<file path="src/rtl/tic_tac_toe_pkg.sv">
// Shared cell/winner encodings and the win-line table for the tic-tac-toe core.
package tic_tac_toe_pkg;

   localparam int NUM_CELLS = 9;
   localparam int NUM_LINES = 8;

   typedef enum logic [1:0] {
      CELL_EMPTY = 2'b00,
      CELL_X     = 2'b01,
      CELL_O     = 2'b10
   } cell_t;

   typedef enum logic [1:0] {
      WIN_NONE = 2'b00,
      WIN_X    = 2'b01,
      WIN_O    = 2'b10,
      WIN_DRAW = 2'b11
   } winner_t;

   // Cell index triples of the three rows, three columns and two diagonals.
   localparam int WIN_LINES [NUM_LINES][3] = '{
      '{0, 1, 2}, '{3, 4, 5}, '{6, 7, 8},
      '{0, 3, 6}, '{1, 4, 7}, '{2, 5, 8},
      '{0, 4, 8}, '{2, 4, 6}
   };

   function automatic cell_t player_mark(input logic player);
      return player ? CELL_O : CELL_X;
   endfunction

   function automatic winner_t player_win(input logic player);
      return player ? WIN_O : WIN_X;
   endfunction

endpackage

</file>
<file path="src/rtl/tic_tac_toe_win_detect.sv">
// Combinational line/full detector over an 18-bit board (2 bits per cell, cell 0 in bits [1:0]).
module tic_tac_toe_win_detect
   import tic_tac_toe_pkg::*;
(
   input  logic [2*NUM_CELLS-1:0] board_i,
   output logic                   x_win_o,
   output logic                   o_win_o,
   output logic                   full_o
);

   always_comb begin
      // NOTE: every output gets a default before any conditional update, so no latch is inferred.
      x_win_o = 1'b0;
      o_win_o = 1'b0;
      full_o  = 1'b1;
      for (int l = 0; l < NUM_LINES; l++) begin
         if (board_i[2*WIN_LINES[l][0] +: 2] == CELL_X &&
             board_i[2*WIN_LINES[l][1] +: 2] == CELL_X &&
             board_i[2*WIN_LINES[l][2] +: 2] == CELL_X)
            x_win_o = 1'b1;
         if (board_i[2*WIN_LINES[l][0] +: 2] == CELL_O &&
             board_i[2*WIN_LINES[l][1] +: 2] == CELL_O &&
             board_i[2*WIN_LINES[l][2] +: 2] == CELL_O)
            o_win_o = 1'b1;
      end
      for (int c = 0; c < NUM_CELLS; c++) begin
         if (board_i[2*c +: 2] == CELL_EMPTY)
            full_o = 1'b0;
      end
   end

endmodule

</file>
<file path="src/rtl/tic_tac_toe.sv">
// Tic-tac-toe game core: board storage, move-request edge detect, validation and result registers.
module tic_tac_toe
   import tic_tac_toe_pkg::*;
(
   input  logic       clk,
   input  logic       reset,
   input  logic [3:0] cell_select,
   input  logic       place,
   output logic       current_player,
   output logic       game_over,
   output logic [1:0] winner
);

   logic [NUM_CELLS-1:0][1:0] board_q, board_d;
   logic                      place_q;
   logic                      player_q;
   logic                      over_q;
   winner_t                   winner_q;

   logic request, accept;
   logic x_win, o_win, full;

   assign request = place && !place_q;

   always_comb begin
      board_d = board_q;
      accept  = 1'b0;
      if (request && !over_q && (cell_select <= 4'd8)) begin
         if (board_q[cell_select] == CELL_EMPTY) begin
            accept                = 1'b1;
            board_d[cell_select]  = player_mark(player_q);
         end
      end
   end

   // Judged on the post-move board so the result lands on the same edge as the move.
   tic_tac_toe_win_detect u_win_detect (
      .board_i (board_d),
      .x_win_o (x_win),
      .o_win_o (o_win),
      .full_o  (full)
   );

   // NOTE: sequential state uses non-blocking assignments so every register samples pre-edge values.
   always_ff @(posedge clk) begin
      if (reset) begin
         board_q  <= '0;
         place_q  <= 1'b0;
         player_q <= 1'b0;
         over_q   <= 1'b0;
         winner_q <= WIN_NONE;
      end else begin
         place_q <= place;
         if (accept) begin
            board_q <= board_d;
            if (x_win || o_win) begin
               over_q   <= 1'b1;
               winner_q <= player_win(player_q);
            end else if (full) begin
               over_q   <= 1'b1;
               winner_q <= WIN_DRAW;
            end else begin
               player_q <= !player_q;
            end
         end
      end
   end

   assign current_player = player_q;
   assign game_over      = over_q;
   assign winner         = winner_q;

endmodule

</file>
<file path="config.mk">
export PLATFORM = sky130hd
export DESIGN_NAME = tic_tac_toe
export DESIGN_NICKNAME = d
export VERILOG_FILES = /design/src/rtl/tic_tac_toe_pkg.sv /design/src/rtl/tic_tac_toe_win_detect.sv /design/src/rtl/tic_tac_toe.sv
export SDC_FILE = /design/constraint.sdc
export NUM_CORES = 1
export LEC_CHECK = 0
export ABC_AREA = 1
export CORE_ASPECT_RATIO = 1.2
export CORE_MARGIN = 3
export CORE_UTILIZATION = 45
export CTS_CLUSTER_SIZE = 8
export DETAILED_ROUTE_END_ITERATION = 6
export PLACE_DENSITY = 0.73
export SETUP_SLACK_MARGIN = 0.02
export SLEW_MARGIN = 5
export SYNTH_ARGS = -nofsm -noshare
export SYNTH_HDL_FRONTEND = slang
export SYNTH_HIERARCHICAL = 1
export SYNTH_SLANG_ARGS = --single-unit
</file>
<file path="constraint.sdc">
create_clock -name clk -period 2.5 [get_ports clk]
set_input_delay 0.375 -clock clk [delete_from_list [all_inputs] [get_ports clk]]
set_output_delay 0.375 -clock clk [all_outputs]
set_load 0.05 [all_outputs]
</file>
==> impl_metrics.toml, run 1 <==
[setup_path]
crit_top_cell = "nor2_1"
worst_ep_arrival_time_ns = 2.72
criticalPathCategory = "reg2reg"
crit_buf_inv = 5
r2r-end = "current_player"
rr_worst_depth = 25
critPathMaxFanout = 7
timing.rr.start = "board_q[14]"
crit_path_top_delay_cell = "dfxtp_1"
cp.depth = 25
crit_family = "simple AND/OR/NAND/NOR gates"
cp_slowest_stage_delay_ns = 0.32
cp-end-kind = "register"
cp.required_ns = 2.71
startpoint = "board_q[14]"
reg2reg_setup_slack_ns = -0.01
start_kind = "register"

[route]
vias_per_cell = 4.911
wire_per_inst_um = 12.40
dr.pass1.iters = 4
drt-initial-drc-count = 75
drc = 0
routed_wirelength_um = 4860
ant_nets = 0
dr_total_vias = 1925

[timing]
hold_slack_ns = 0.3653
finalCritPeriodShare_pct = 100.4
relSlewSlack_pct = 66.73
finalHoldViolations = 0
fmax_ghz = 0.3985
fin_skew_ns = 0.002278
fin_ws_ns = -0.009720
timing.final.crit_period_ns = 2.510
slew_viol_final = 0
finalSetupViolCount = 1
worstMarginPinSlew_ns = 0.4975
rsz0062_at_grt = "true"
tns_ns = -0.009720

[clock_network]
cts_made_buffers = 3
htreeDepth = 1
cts.sinks = 23
cts.clk_slew.worst_paths_ns = 0.08
clockBufferDepth = 2
cts_tree = "built"
clock_latency_ns = 0.27
root_buffer = "clkbuf_8"

[synthesis]
synth_edf_count = 0
ys_seq_area_share_pct = 27.04
synth_flop_cell = "dfxtp_1"
yosysWarnings = 6
yosysMostFrequentCell = "nand2_1"
ys_async_sr_fraction_pct = 0
syn-instance-count = 282
ys_top_cells_by_count = "nand2_1, nor2_1, inv_1"
synth_area_per_cell_um2 = 6.039
ys_top_cells_by_area = "dfxtp_1, nand2_1, nor2_1"
synth.largest_area_cell = "dfxtp_1"
synth_area_mm2 = 0.001703
synth_top_cell_area_share_pct = 27.04
synth_seq_cells = 23
yosysUniqueCellTypes = 22
syn_nets = 289

[grt]
grt_overflow = 0
grt_pass1_wl_um = 8335
first_global_vias = 1911
grt_max_degree = 14
grtUsageTotal_pct = 22.77
antenna_found_initial = 0

[floorplanning]
die_x_um = 62.16
start_util_pct = 48.90
die_h_um = 73.39
rows = 23
dieArea_mm2 = 0.004561
core_area_mm2 = 0.003482
pin_count = 11

[placed_design]
gp_congestion = 0.9003
place_hpwl_um = 3593
portBuffers = 10
placed_area_mm2 = 0.002192

[status]
outcome = "finished with violations"
violations = "setup timing"

[pwr]
leakagePower_uw = 0.001207
power_uw = 751.9
ir_drop_uv = 368.2
power_density_mw_per_mm2 = 310.4

[hold_path]
hold_end = "place_q"
min_from = "place"
hold-path-cell-count = 3
hp-class = "in2reg"

[finish]
utilization_pct = 69.57
final_nets = 350
syn2layout_area_growth_pct = 42.25
drive_gt1_share_pct = 40.64
diodes = 0
design_area_mm2 = 0.002422

[job]
drv_cap = 0
[routing by layer]
layer / vias to the layer above / share of wire (%) / wire length (um) / track usage [%]
met5: - / 0 / 0 / 0
met1: 870 / 40 / 1964 / 25.93
met2: 55 / 50 / 2415 / 42.11
li1: 982 / - / - / -
met3: 18 / 4.9 / 240 / 3.823
met4: 0 / 4.9 / 240 / 10.07
[area by class of cell]
type                            count  area (um^2)
Fill cell                         279         1060
Sequential cell                    23        464.2
Clock buffer                        3        41.29
Inverter                           59        221.5
Tap cell                           50        62.56
Clock inverter                      1        5.005
Multi-Input combinational cell    194         1102
Timing Repair Buffer               62        525.5
[worst max-delay path by stage]
stage	end	slack (ns)
2_1_floorplan	current_player	0.07
3_3_place_gp	current_player	-0.69
3_5_place_dp	current_player	-0.75
4_1_cts	current_player	-0.02
5_1_grt	current_player	-0.28
6_report	current_player	-0.01
[metrics by stage]
step,cells,setup slack (ns)
floorplan,282,0.06605
global placement,379,-0.6896
detailed placement,379,-0.7542
CTS,389,-0.01789
global route,392,-0.2779
finish,392,-0.009720
[cells by family (layout without fill, tap and decap cells)]
group | Yosys count | in the layout | share of synthesized area [%]
AO/OA/AOI/OAI | 21 | 21 | 8.597
buffers and inverters | 65 | 125 | 15.21
flip-flops | 23 | 23 | 27.04
AND/OR/NAND/NOR | 173 | 173 | 49.15
[where the power goes]
part           switching, uW  internal, uW
combinational           83.3          57.9
sequential              4.72           371
clock                    124           111
total                    212           540
[sequential cells by signal (all words and copies together) (netlist names)]
register	cells
winner	2
place_q	1
current_player	1
game_over	1
board_q	18
[cells in the final DEF (no fill, tap or decap), drive strengths merged]
cell / netlist / final
nor2: 74 / 74
nand2: 68 / 68
inv: 59 / 59
buf: 4 / 54
dfxtp: 23 / 23
nand4: 22 / 22
a21oi: 16 / 16
nand3: 9 / 9
clkdlybuf4s50: 0 / 5
o21ai: 4 / 4
clkbuf: 2 / 3
dlygate4sd2: 0 / 2
clkinv: 0 / 1
dlymetal6s2s: 0 / 1
o221ai: 1 / 1
[tightest hold or removal path, delay by kind of cell]
family	cells	cell delay, ns
buffers and inverters	2	0.19
AND/OR/NAND/NOR	1	0.03
[timing repair]
action	in CTS	in global routing
setup buffers	6	3
resized for setup	42	23
hold endpoints to repair	0	0
hold buffers	0	0
endpoints found under the setup margin	4	4
pin swaps	22	21
Power figures use the tool's default switching activity.
==> run 2: changes to the inputs <==
PLACE_DENSITY = 0.7   (was 0.73)
clock period = 2.55 ns   (was 2.5 ns; I/O delays follow)
==> impl_metrics.toml, run 2 (synthesis results as in run 1) <==
[setup_path]
critPathMaxFanout = 6
worst_ep_arrival_time_ns = 2.77
crit_path_top_delay_cell = "dfxtp_2"
cp.required_ns = 2.76
start_kind = "register"
cp-end-kind = "register"
cp_slowest_stage_delay_ns = 0.32
crit_top_cell = "buf_4"
crit_chain = "inv_2 -> nand2_2 -> nand3_1 -> nand2_2 -> buf_6 -> o21ai_4 -> buf_6 -> nand4_1 -> nand2_1 -> nand2_2 -> buf_4 -> buf_4 -> buf_4 -> buf_4 -> buf_4 -> buf_4 -> buf_4 -> buf_4 -> buf_4 -> nor2_2"
criticalPathCategory = "reg2reg"

[clock_network]
clock_latency_ns = 0.26
cts.sinks = 23
clockBufferDepth = 2
cts_made_buffers = 3
postCtsHoldBufs = 0
cts.clk_slew.worst_paths_ns = 0.08
cts_tree = "built"
htreeDepth = 1
root_buffer = "clkbuf_8"

[floorplanning]
rows = 23
start_util_pct = 48.90
die_x_um = 62.16
dieArea_mm2 = 0.004561
core_area_mm2 = 0.003482
pin_count = 11
die_h_um = 73.39

[timing]
finalHoldViolations = 0
timing.final.crit_period_ns = 2.559
relSlewSlack_pct = 66.67
tns_ns = -0.009369
worstMarginPinSlew_ns = 0.4984
finalCritPeriodShare_pct = 100.4
fin_skew_ns = 0.003022
rsz0062_at_grt = "true"
fmax_ghz = 0.3907
fin_ws_ns = -0.009369
slew_viol_final = 0
finalSetupViolCount = 1

[route]
wire_per_inst_um = 12.75
vias_per_cell = 4.850
ant_nets = 0
drt-initial-drc-count = 76
dr.pass1.iters = 4
drc = 0
routed_wirelength_um = 5201
dr_total_vias = 1979

[pwr]
leakagePower_uw = 0.001279
power_density_mw_per_mm2 = 282.9
ir_drop_uv = 337.6

[placed_design]
gp_congestion = 0.8831
portBuffers = 10
place_hpwl_um = 3558

[grt]
grtUsageTotal_pct = 21.81
grt_max_degree = 20
grt_overflow = 0
grt_pass1_wl_um = 8121
first_global_vias = 1934
antenna_found_initial = 0

[finish]
largest_register_ffs = 18
drive_gt1_share_pct = 49.44
syn2layout_area_growth_pct = 54.15
final_nets = 366
largest_register = "board_q"
diodes = 0
layout_common_cells = "buf_4, nand2_1, nor2_1"
layout_commonest_cell = "buf_4"
fill_cells = 285
multi_input_area_mm2 = 0.001194
final-seq-area_um2 = 469.2
utilization_pct = 75.39

[status]
outcome = "finished with violations"
violations = "setup timing"

[hold_path]
hp-class = "in2reg"

[job]
drv_cap = 0
==> run 2: changes by cell type in the layout (fill, tap and decap cells not counted), sizes merged <==
cell	change
buf	+15
clkbuf	+2
dlygate4sd2	-1
==> run 2: timing repair <==
item,4_1_cts,5_1_grt
endpoints found under the setup margin,4,6
gates resized for setup,34,67
cloned,0,1
buffers inserted,20,9
pin swaps,12,44
endpoints found under the hold margin,0,0
==> run 2: worst max-delay path, delay by kind of cell (launching register included) <==
| family | cells | cell delay (ns) |
|---|---|---|
| buf+inv | 12 | 1.45 |
| compound gates | 1 | 0.18 |
| simple gates | 7 | 0.55 |
| flops | 1 | 0.32 |
==> run 2: worst paths after layout <==
check	from	to	slack (ns)	depth (start not counted)
setup / recovery	board_q[5]	board_q[12]	-0.009	20
setup reg to reg	board_q[5]	board_q[12]	-0.009	20
hold reg to reg	winner[0]	winner[0]	0.49	2
hold / removal	place	place_q	0.38	3
==> run 2: metrics by stage <==
step                      area (um^2)  worst slack [ns]  power [uW]  cells  hold WS (ns)
after global routing             2625           -0.1414       772.3    408        0.4057
after floorplan                  1703            0.1161       438.4    282        0.4502
after CTS                        2396           0.02999       724.9    400        0.4792
after global placement           2145           -0.6316       492.3    376        0.4637
final                            2625         -0.009369       742.7    408        0.3787
after detailed placement         2145           -0.6565       493.4    376        0.4651
==> run 2: report_power, final <==
part           total, uW  switching, uW  leakage (uW)  internal, uW
clock                227            118     0.0000255           109
sequential           369           5.42      0.000189           363
combinational        146           85.8       0.00106          60.6
total                743            210       0.00128           533
==> run 2: layout make-up <==
cell class,count,area share (%)
clock inverters,1,0.1907
repair buffers,78,24.07
inverters,59,8.437
clock buffers,3,1.573
multi-input cells,194,45.47
well taps,50,2.383
flip-flops and latches,23,17.87
==> run 2: metal layers <==
layer / share of wire (%) / up-vias / GRT usage, %
li1: - / 1016 / -
met1: 41 / 905 / 24.16
met2: 53 / 46 / 44.02
met3: 3.4 / 12 / 2.294
met4: 2.4 / 0 / 6.143
met5: 0 / - / 0
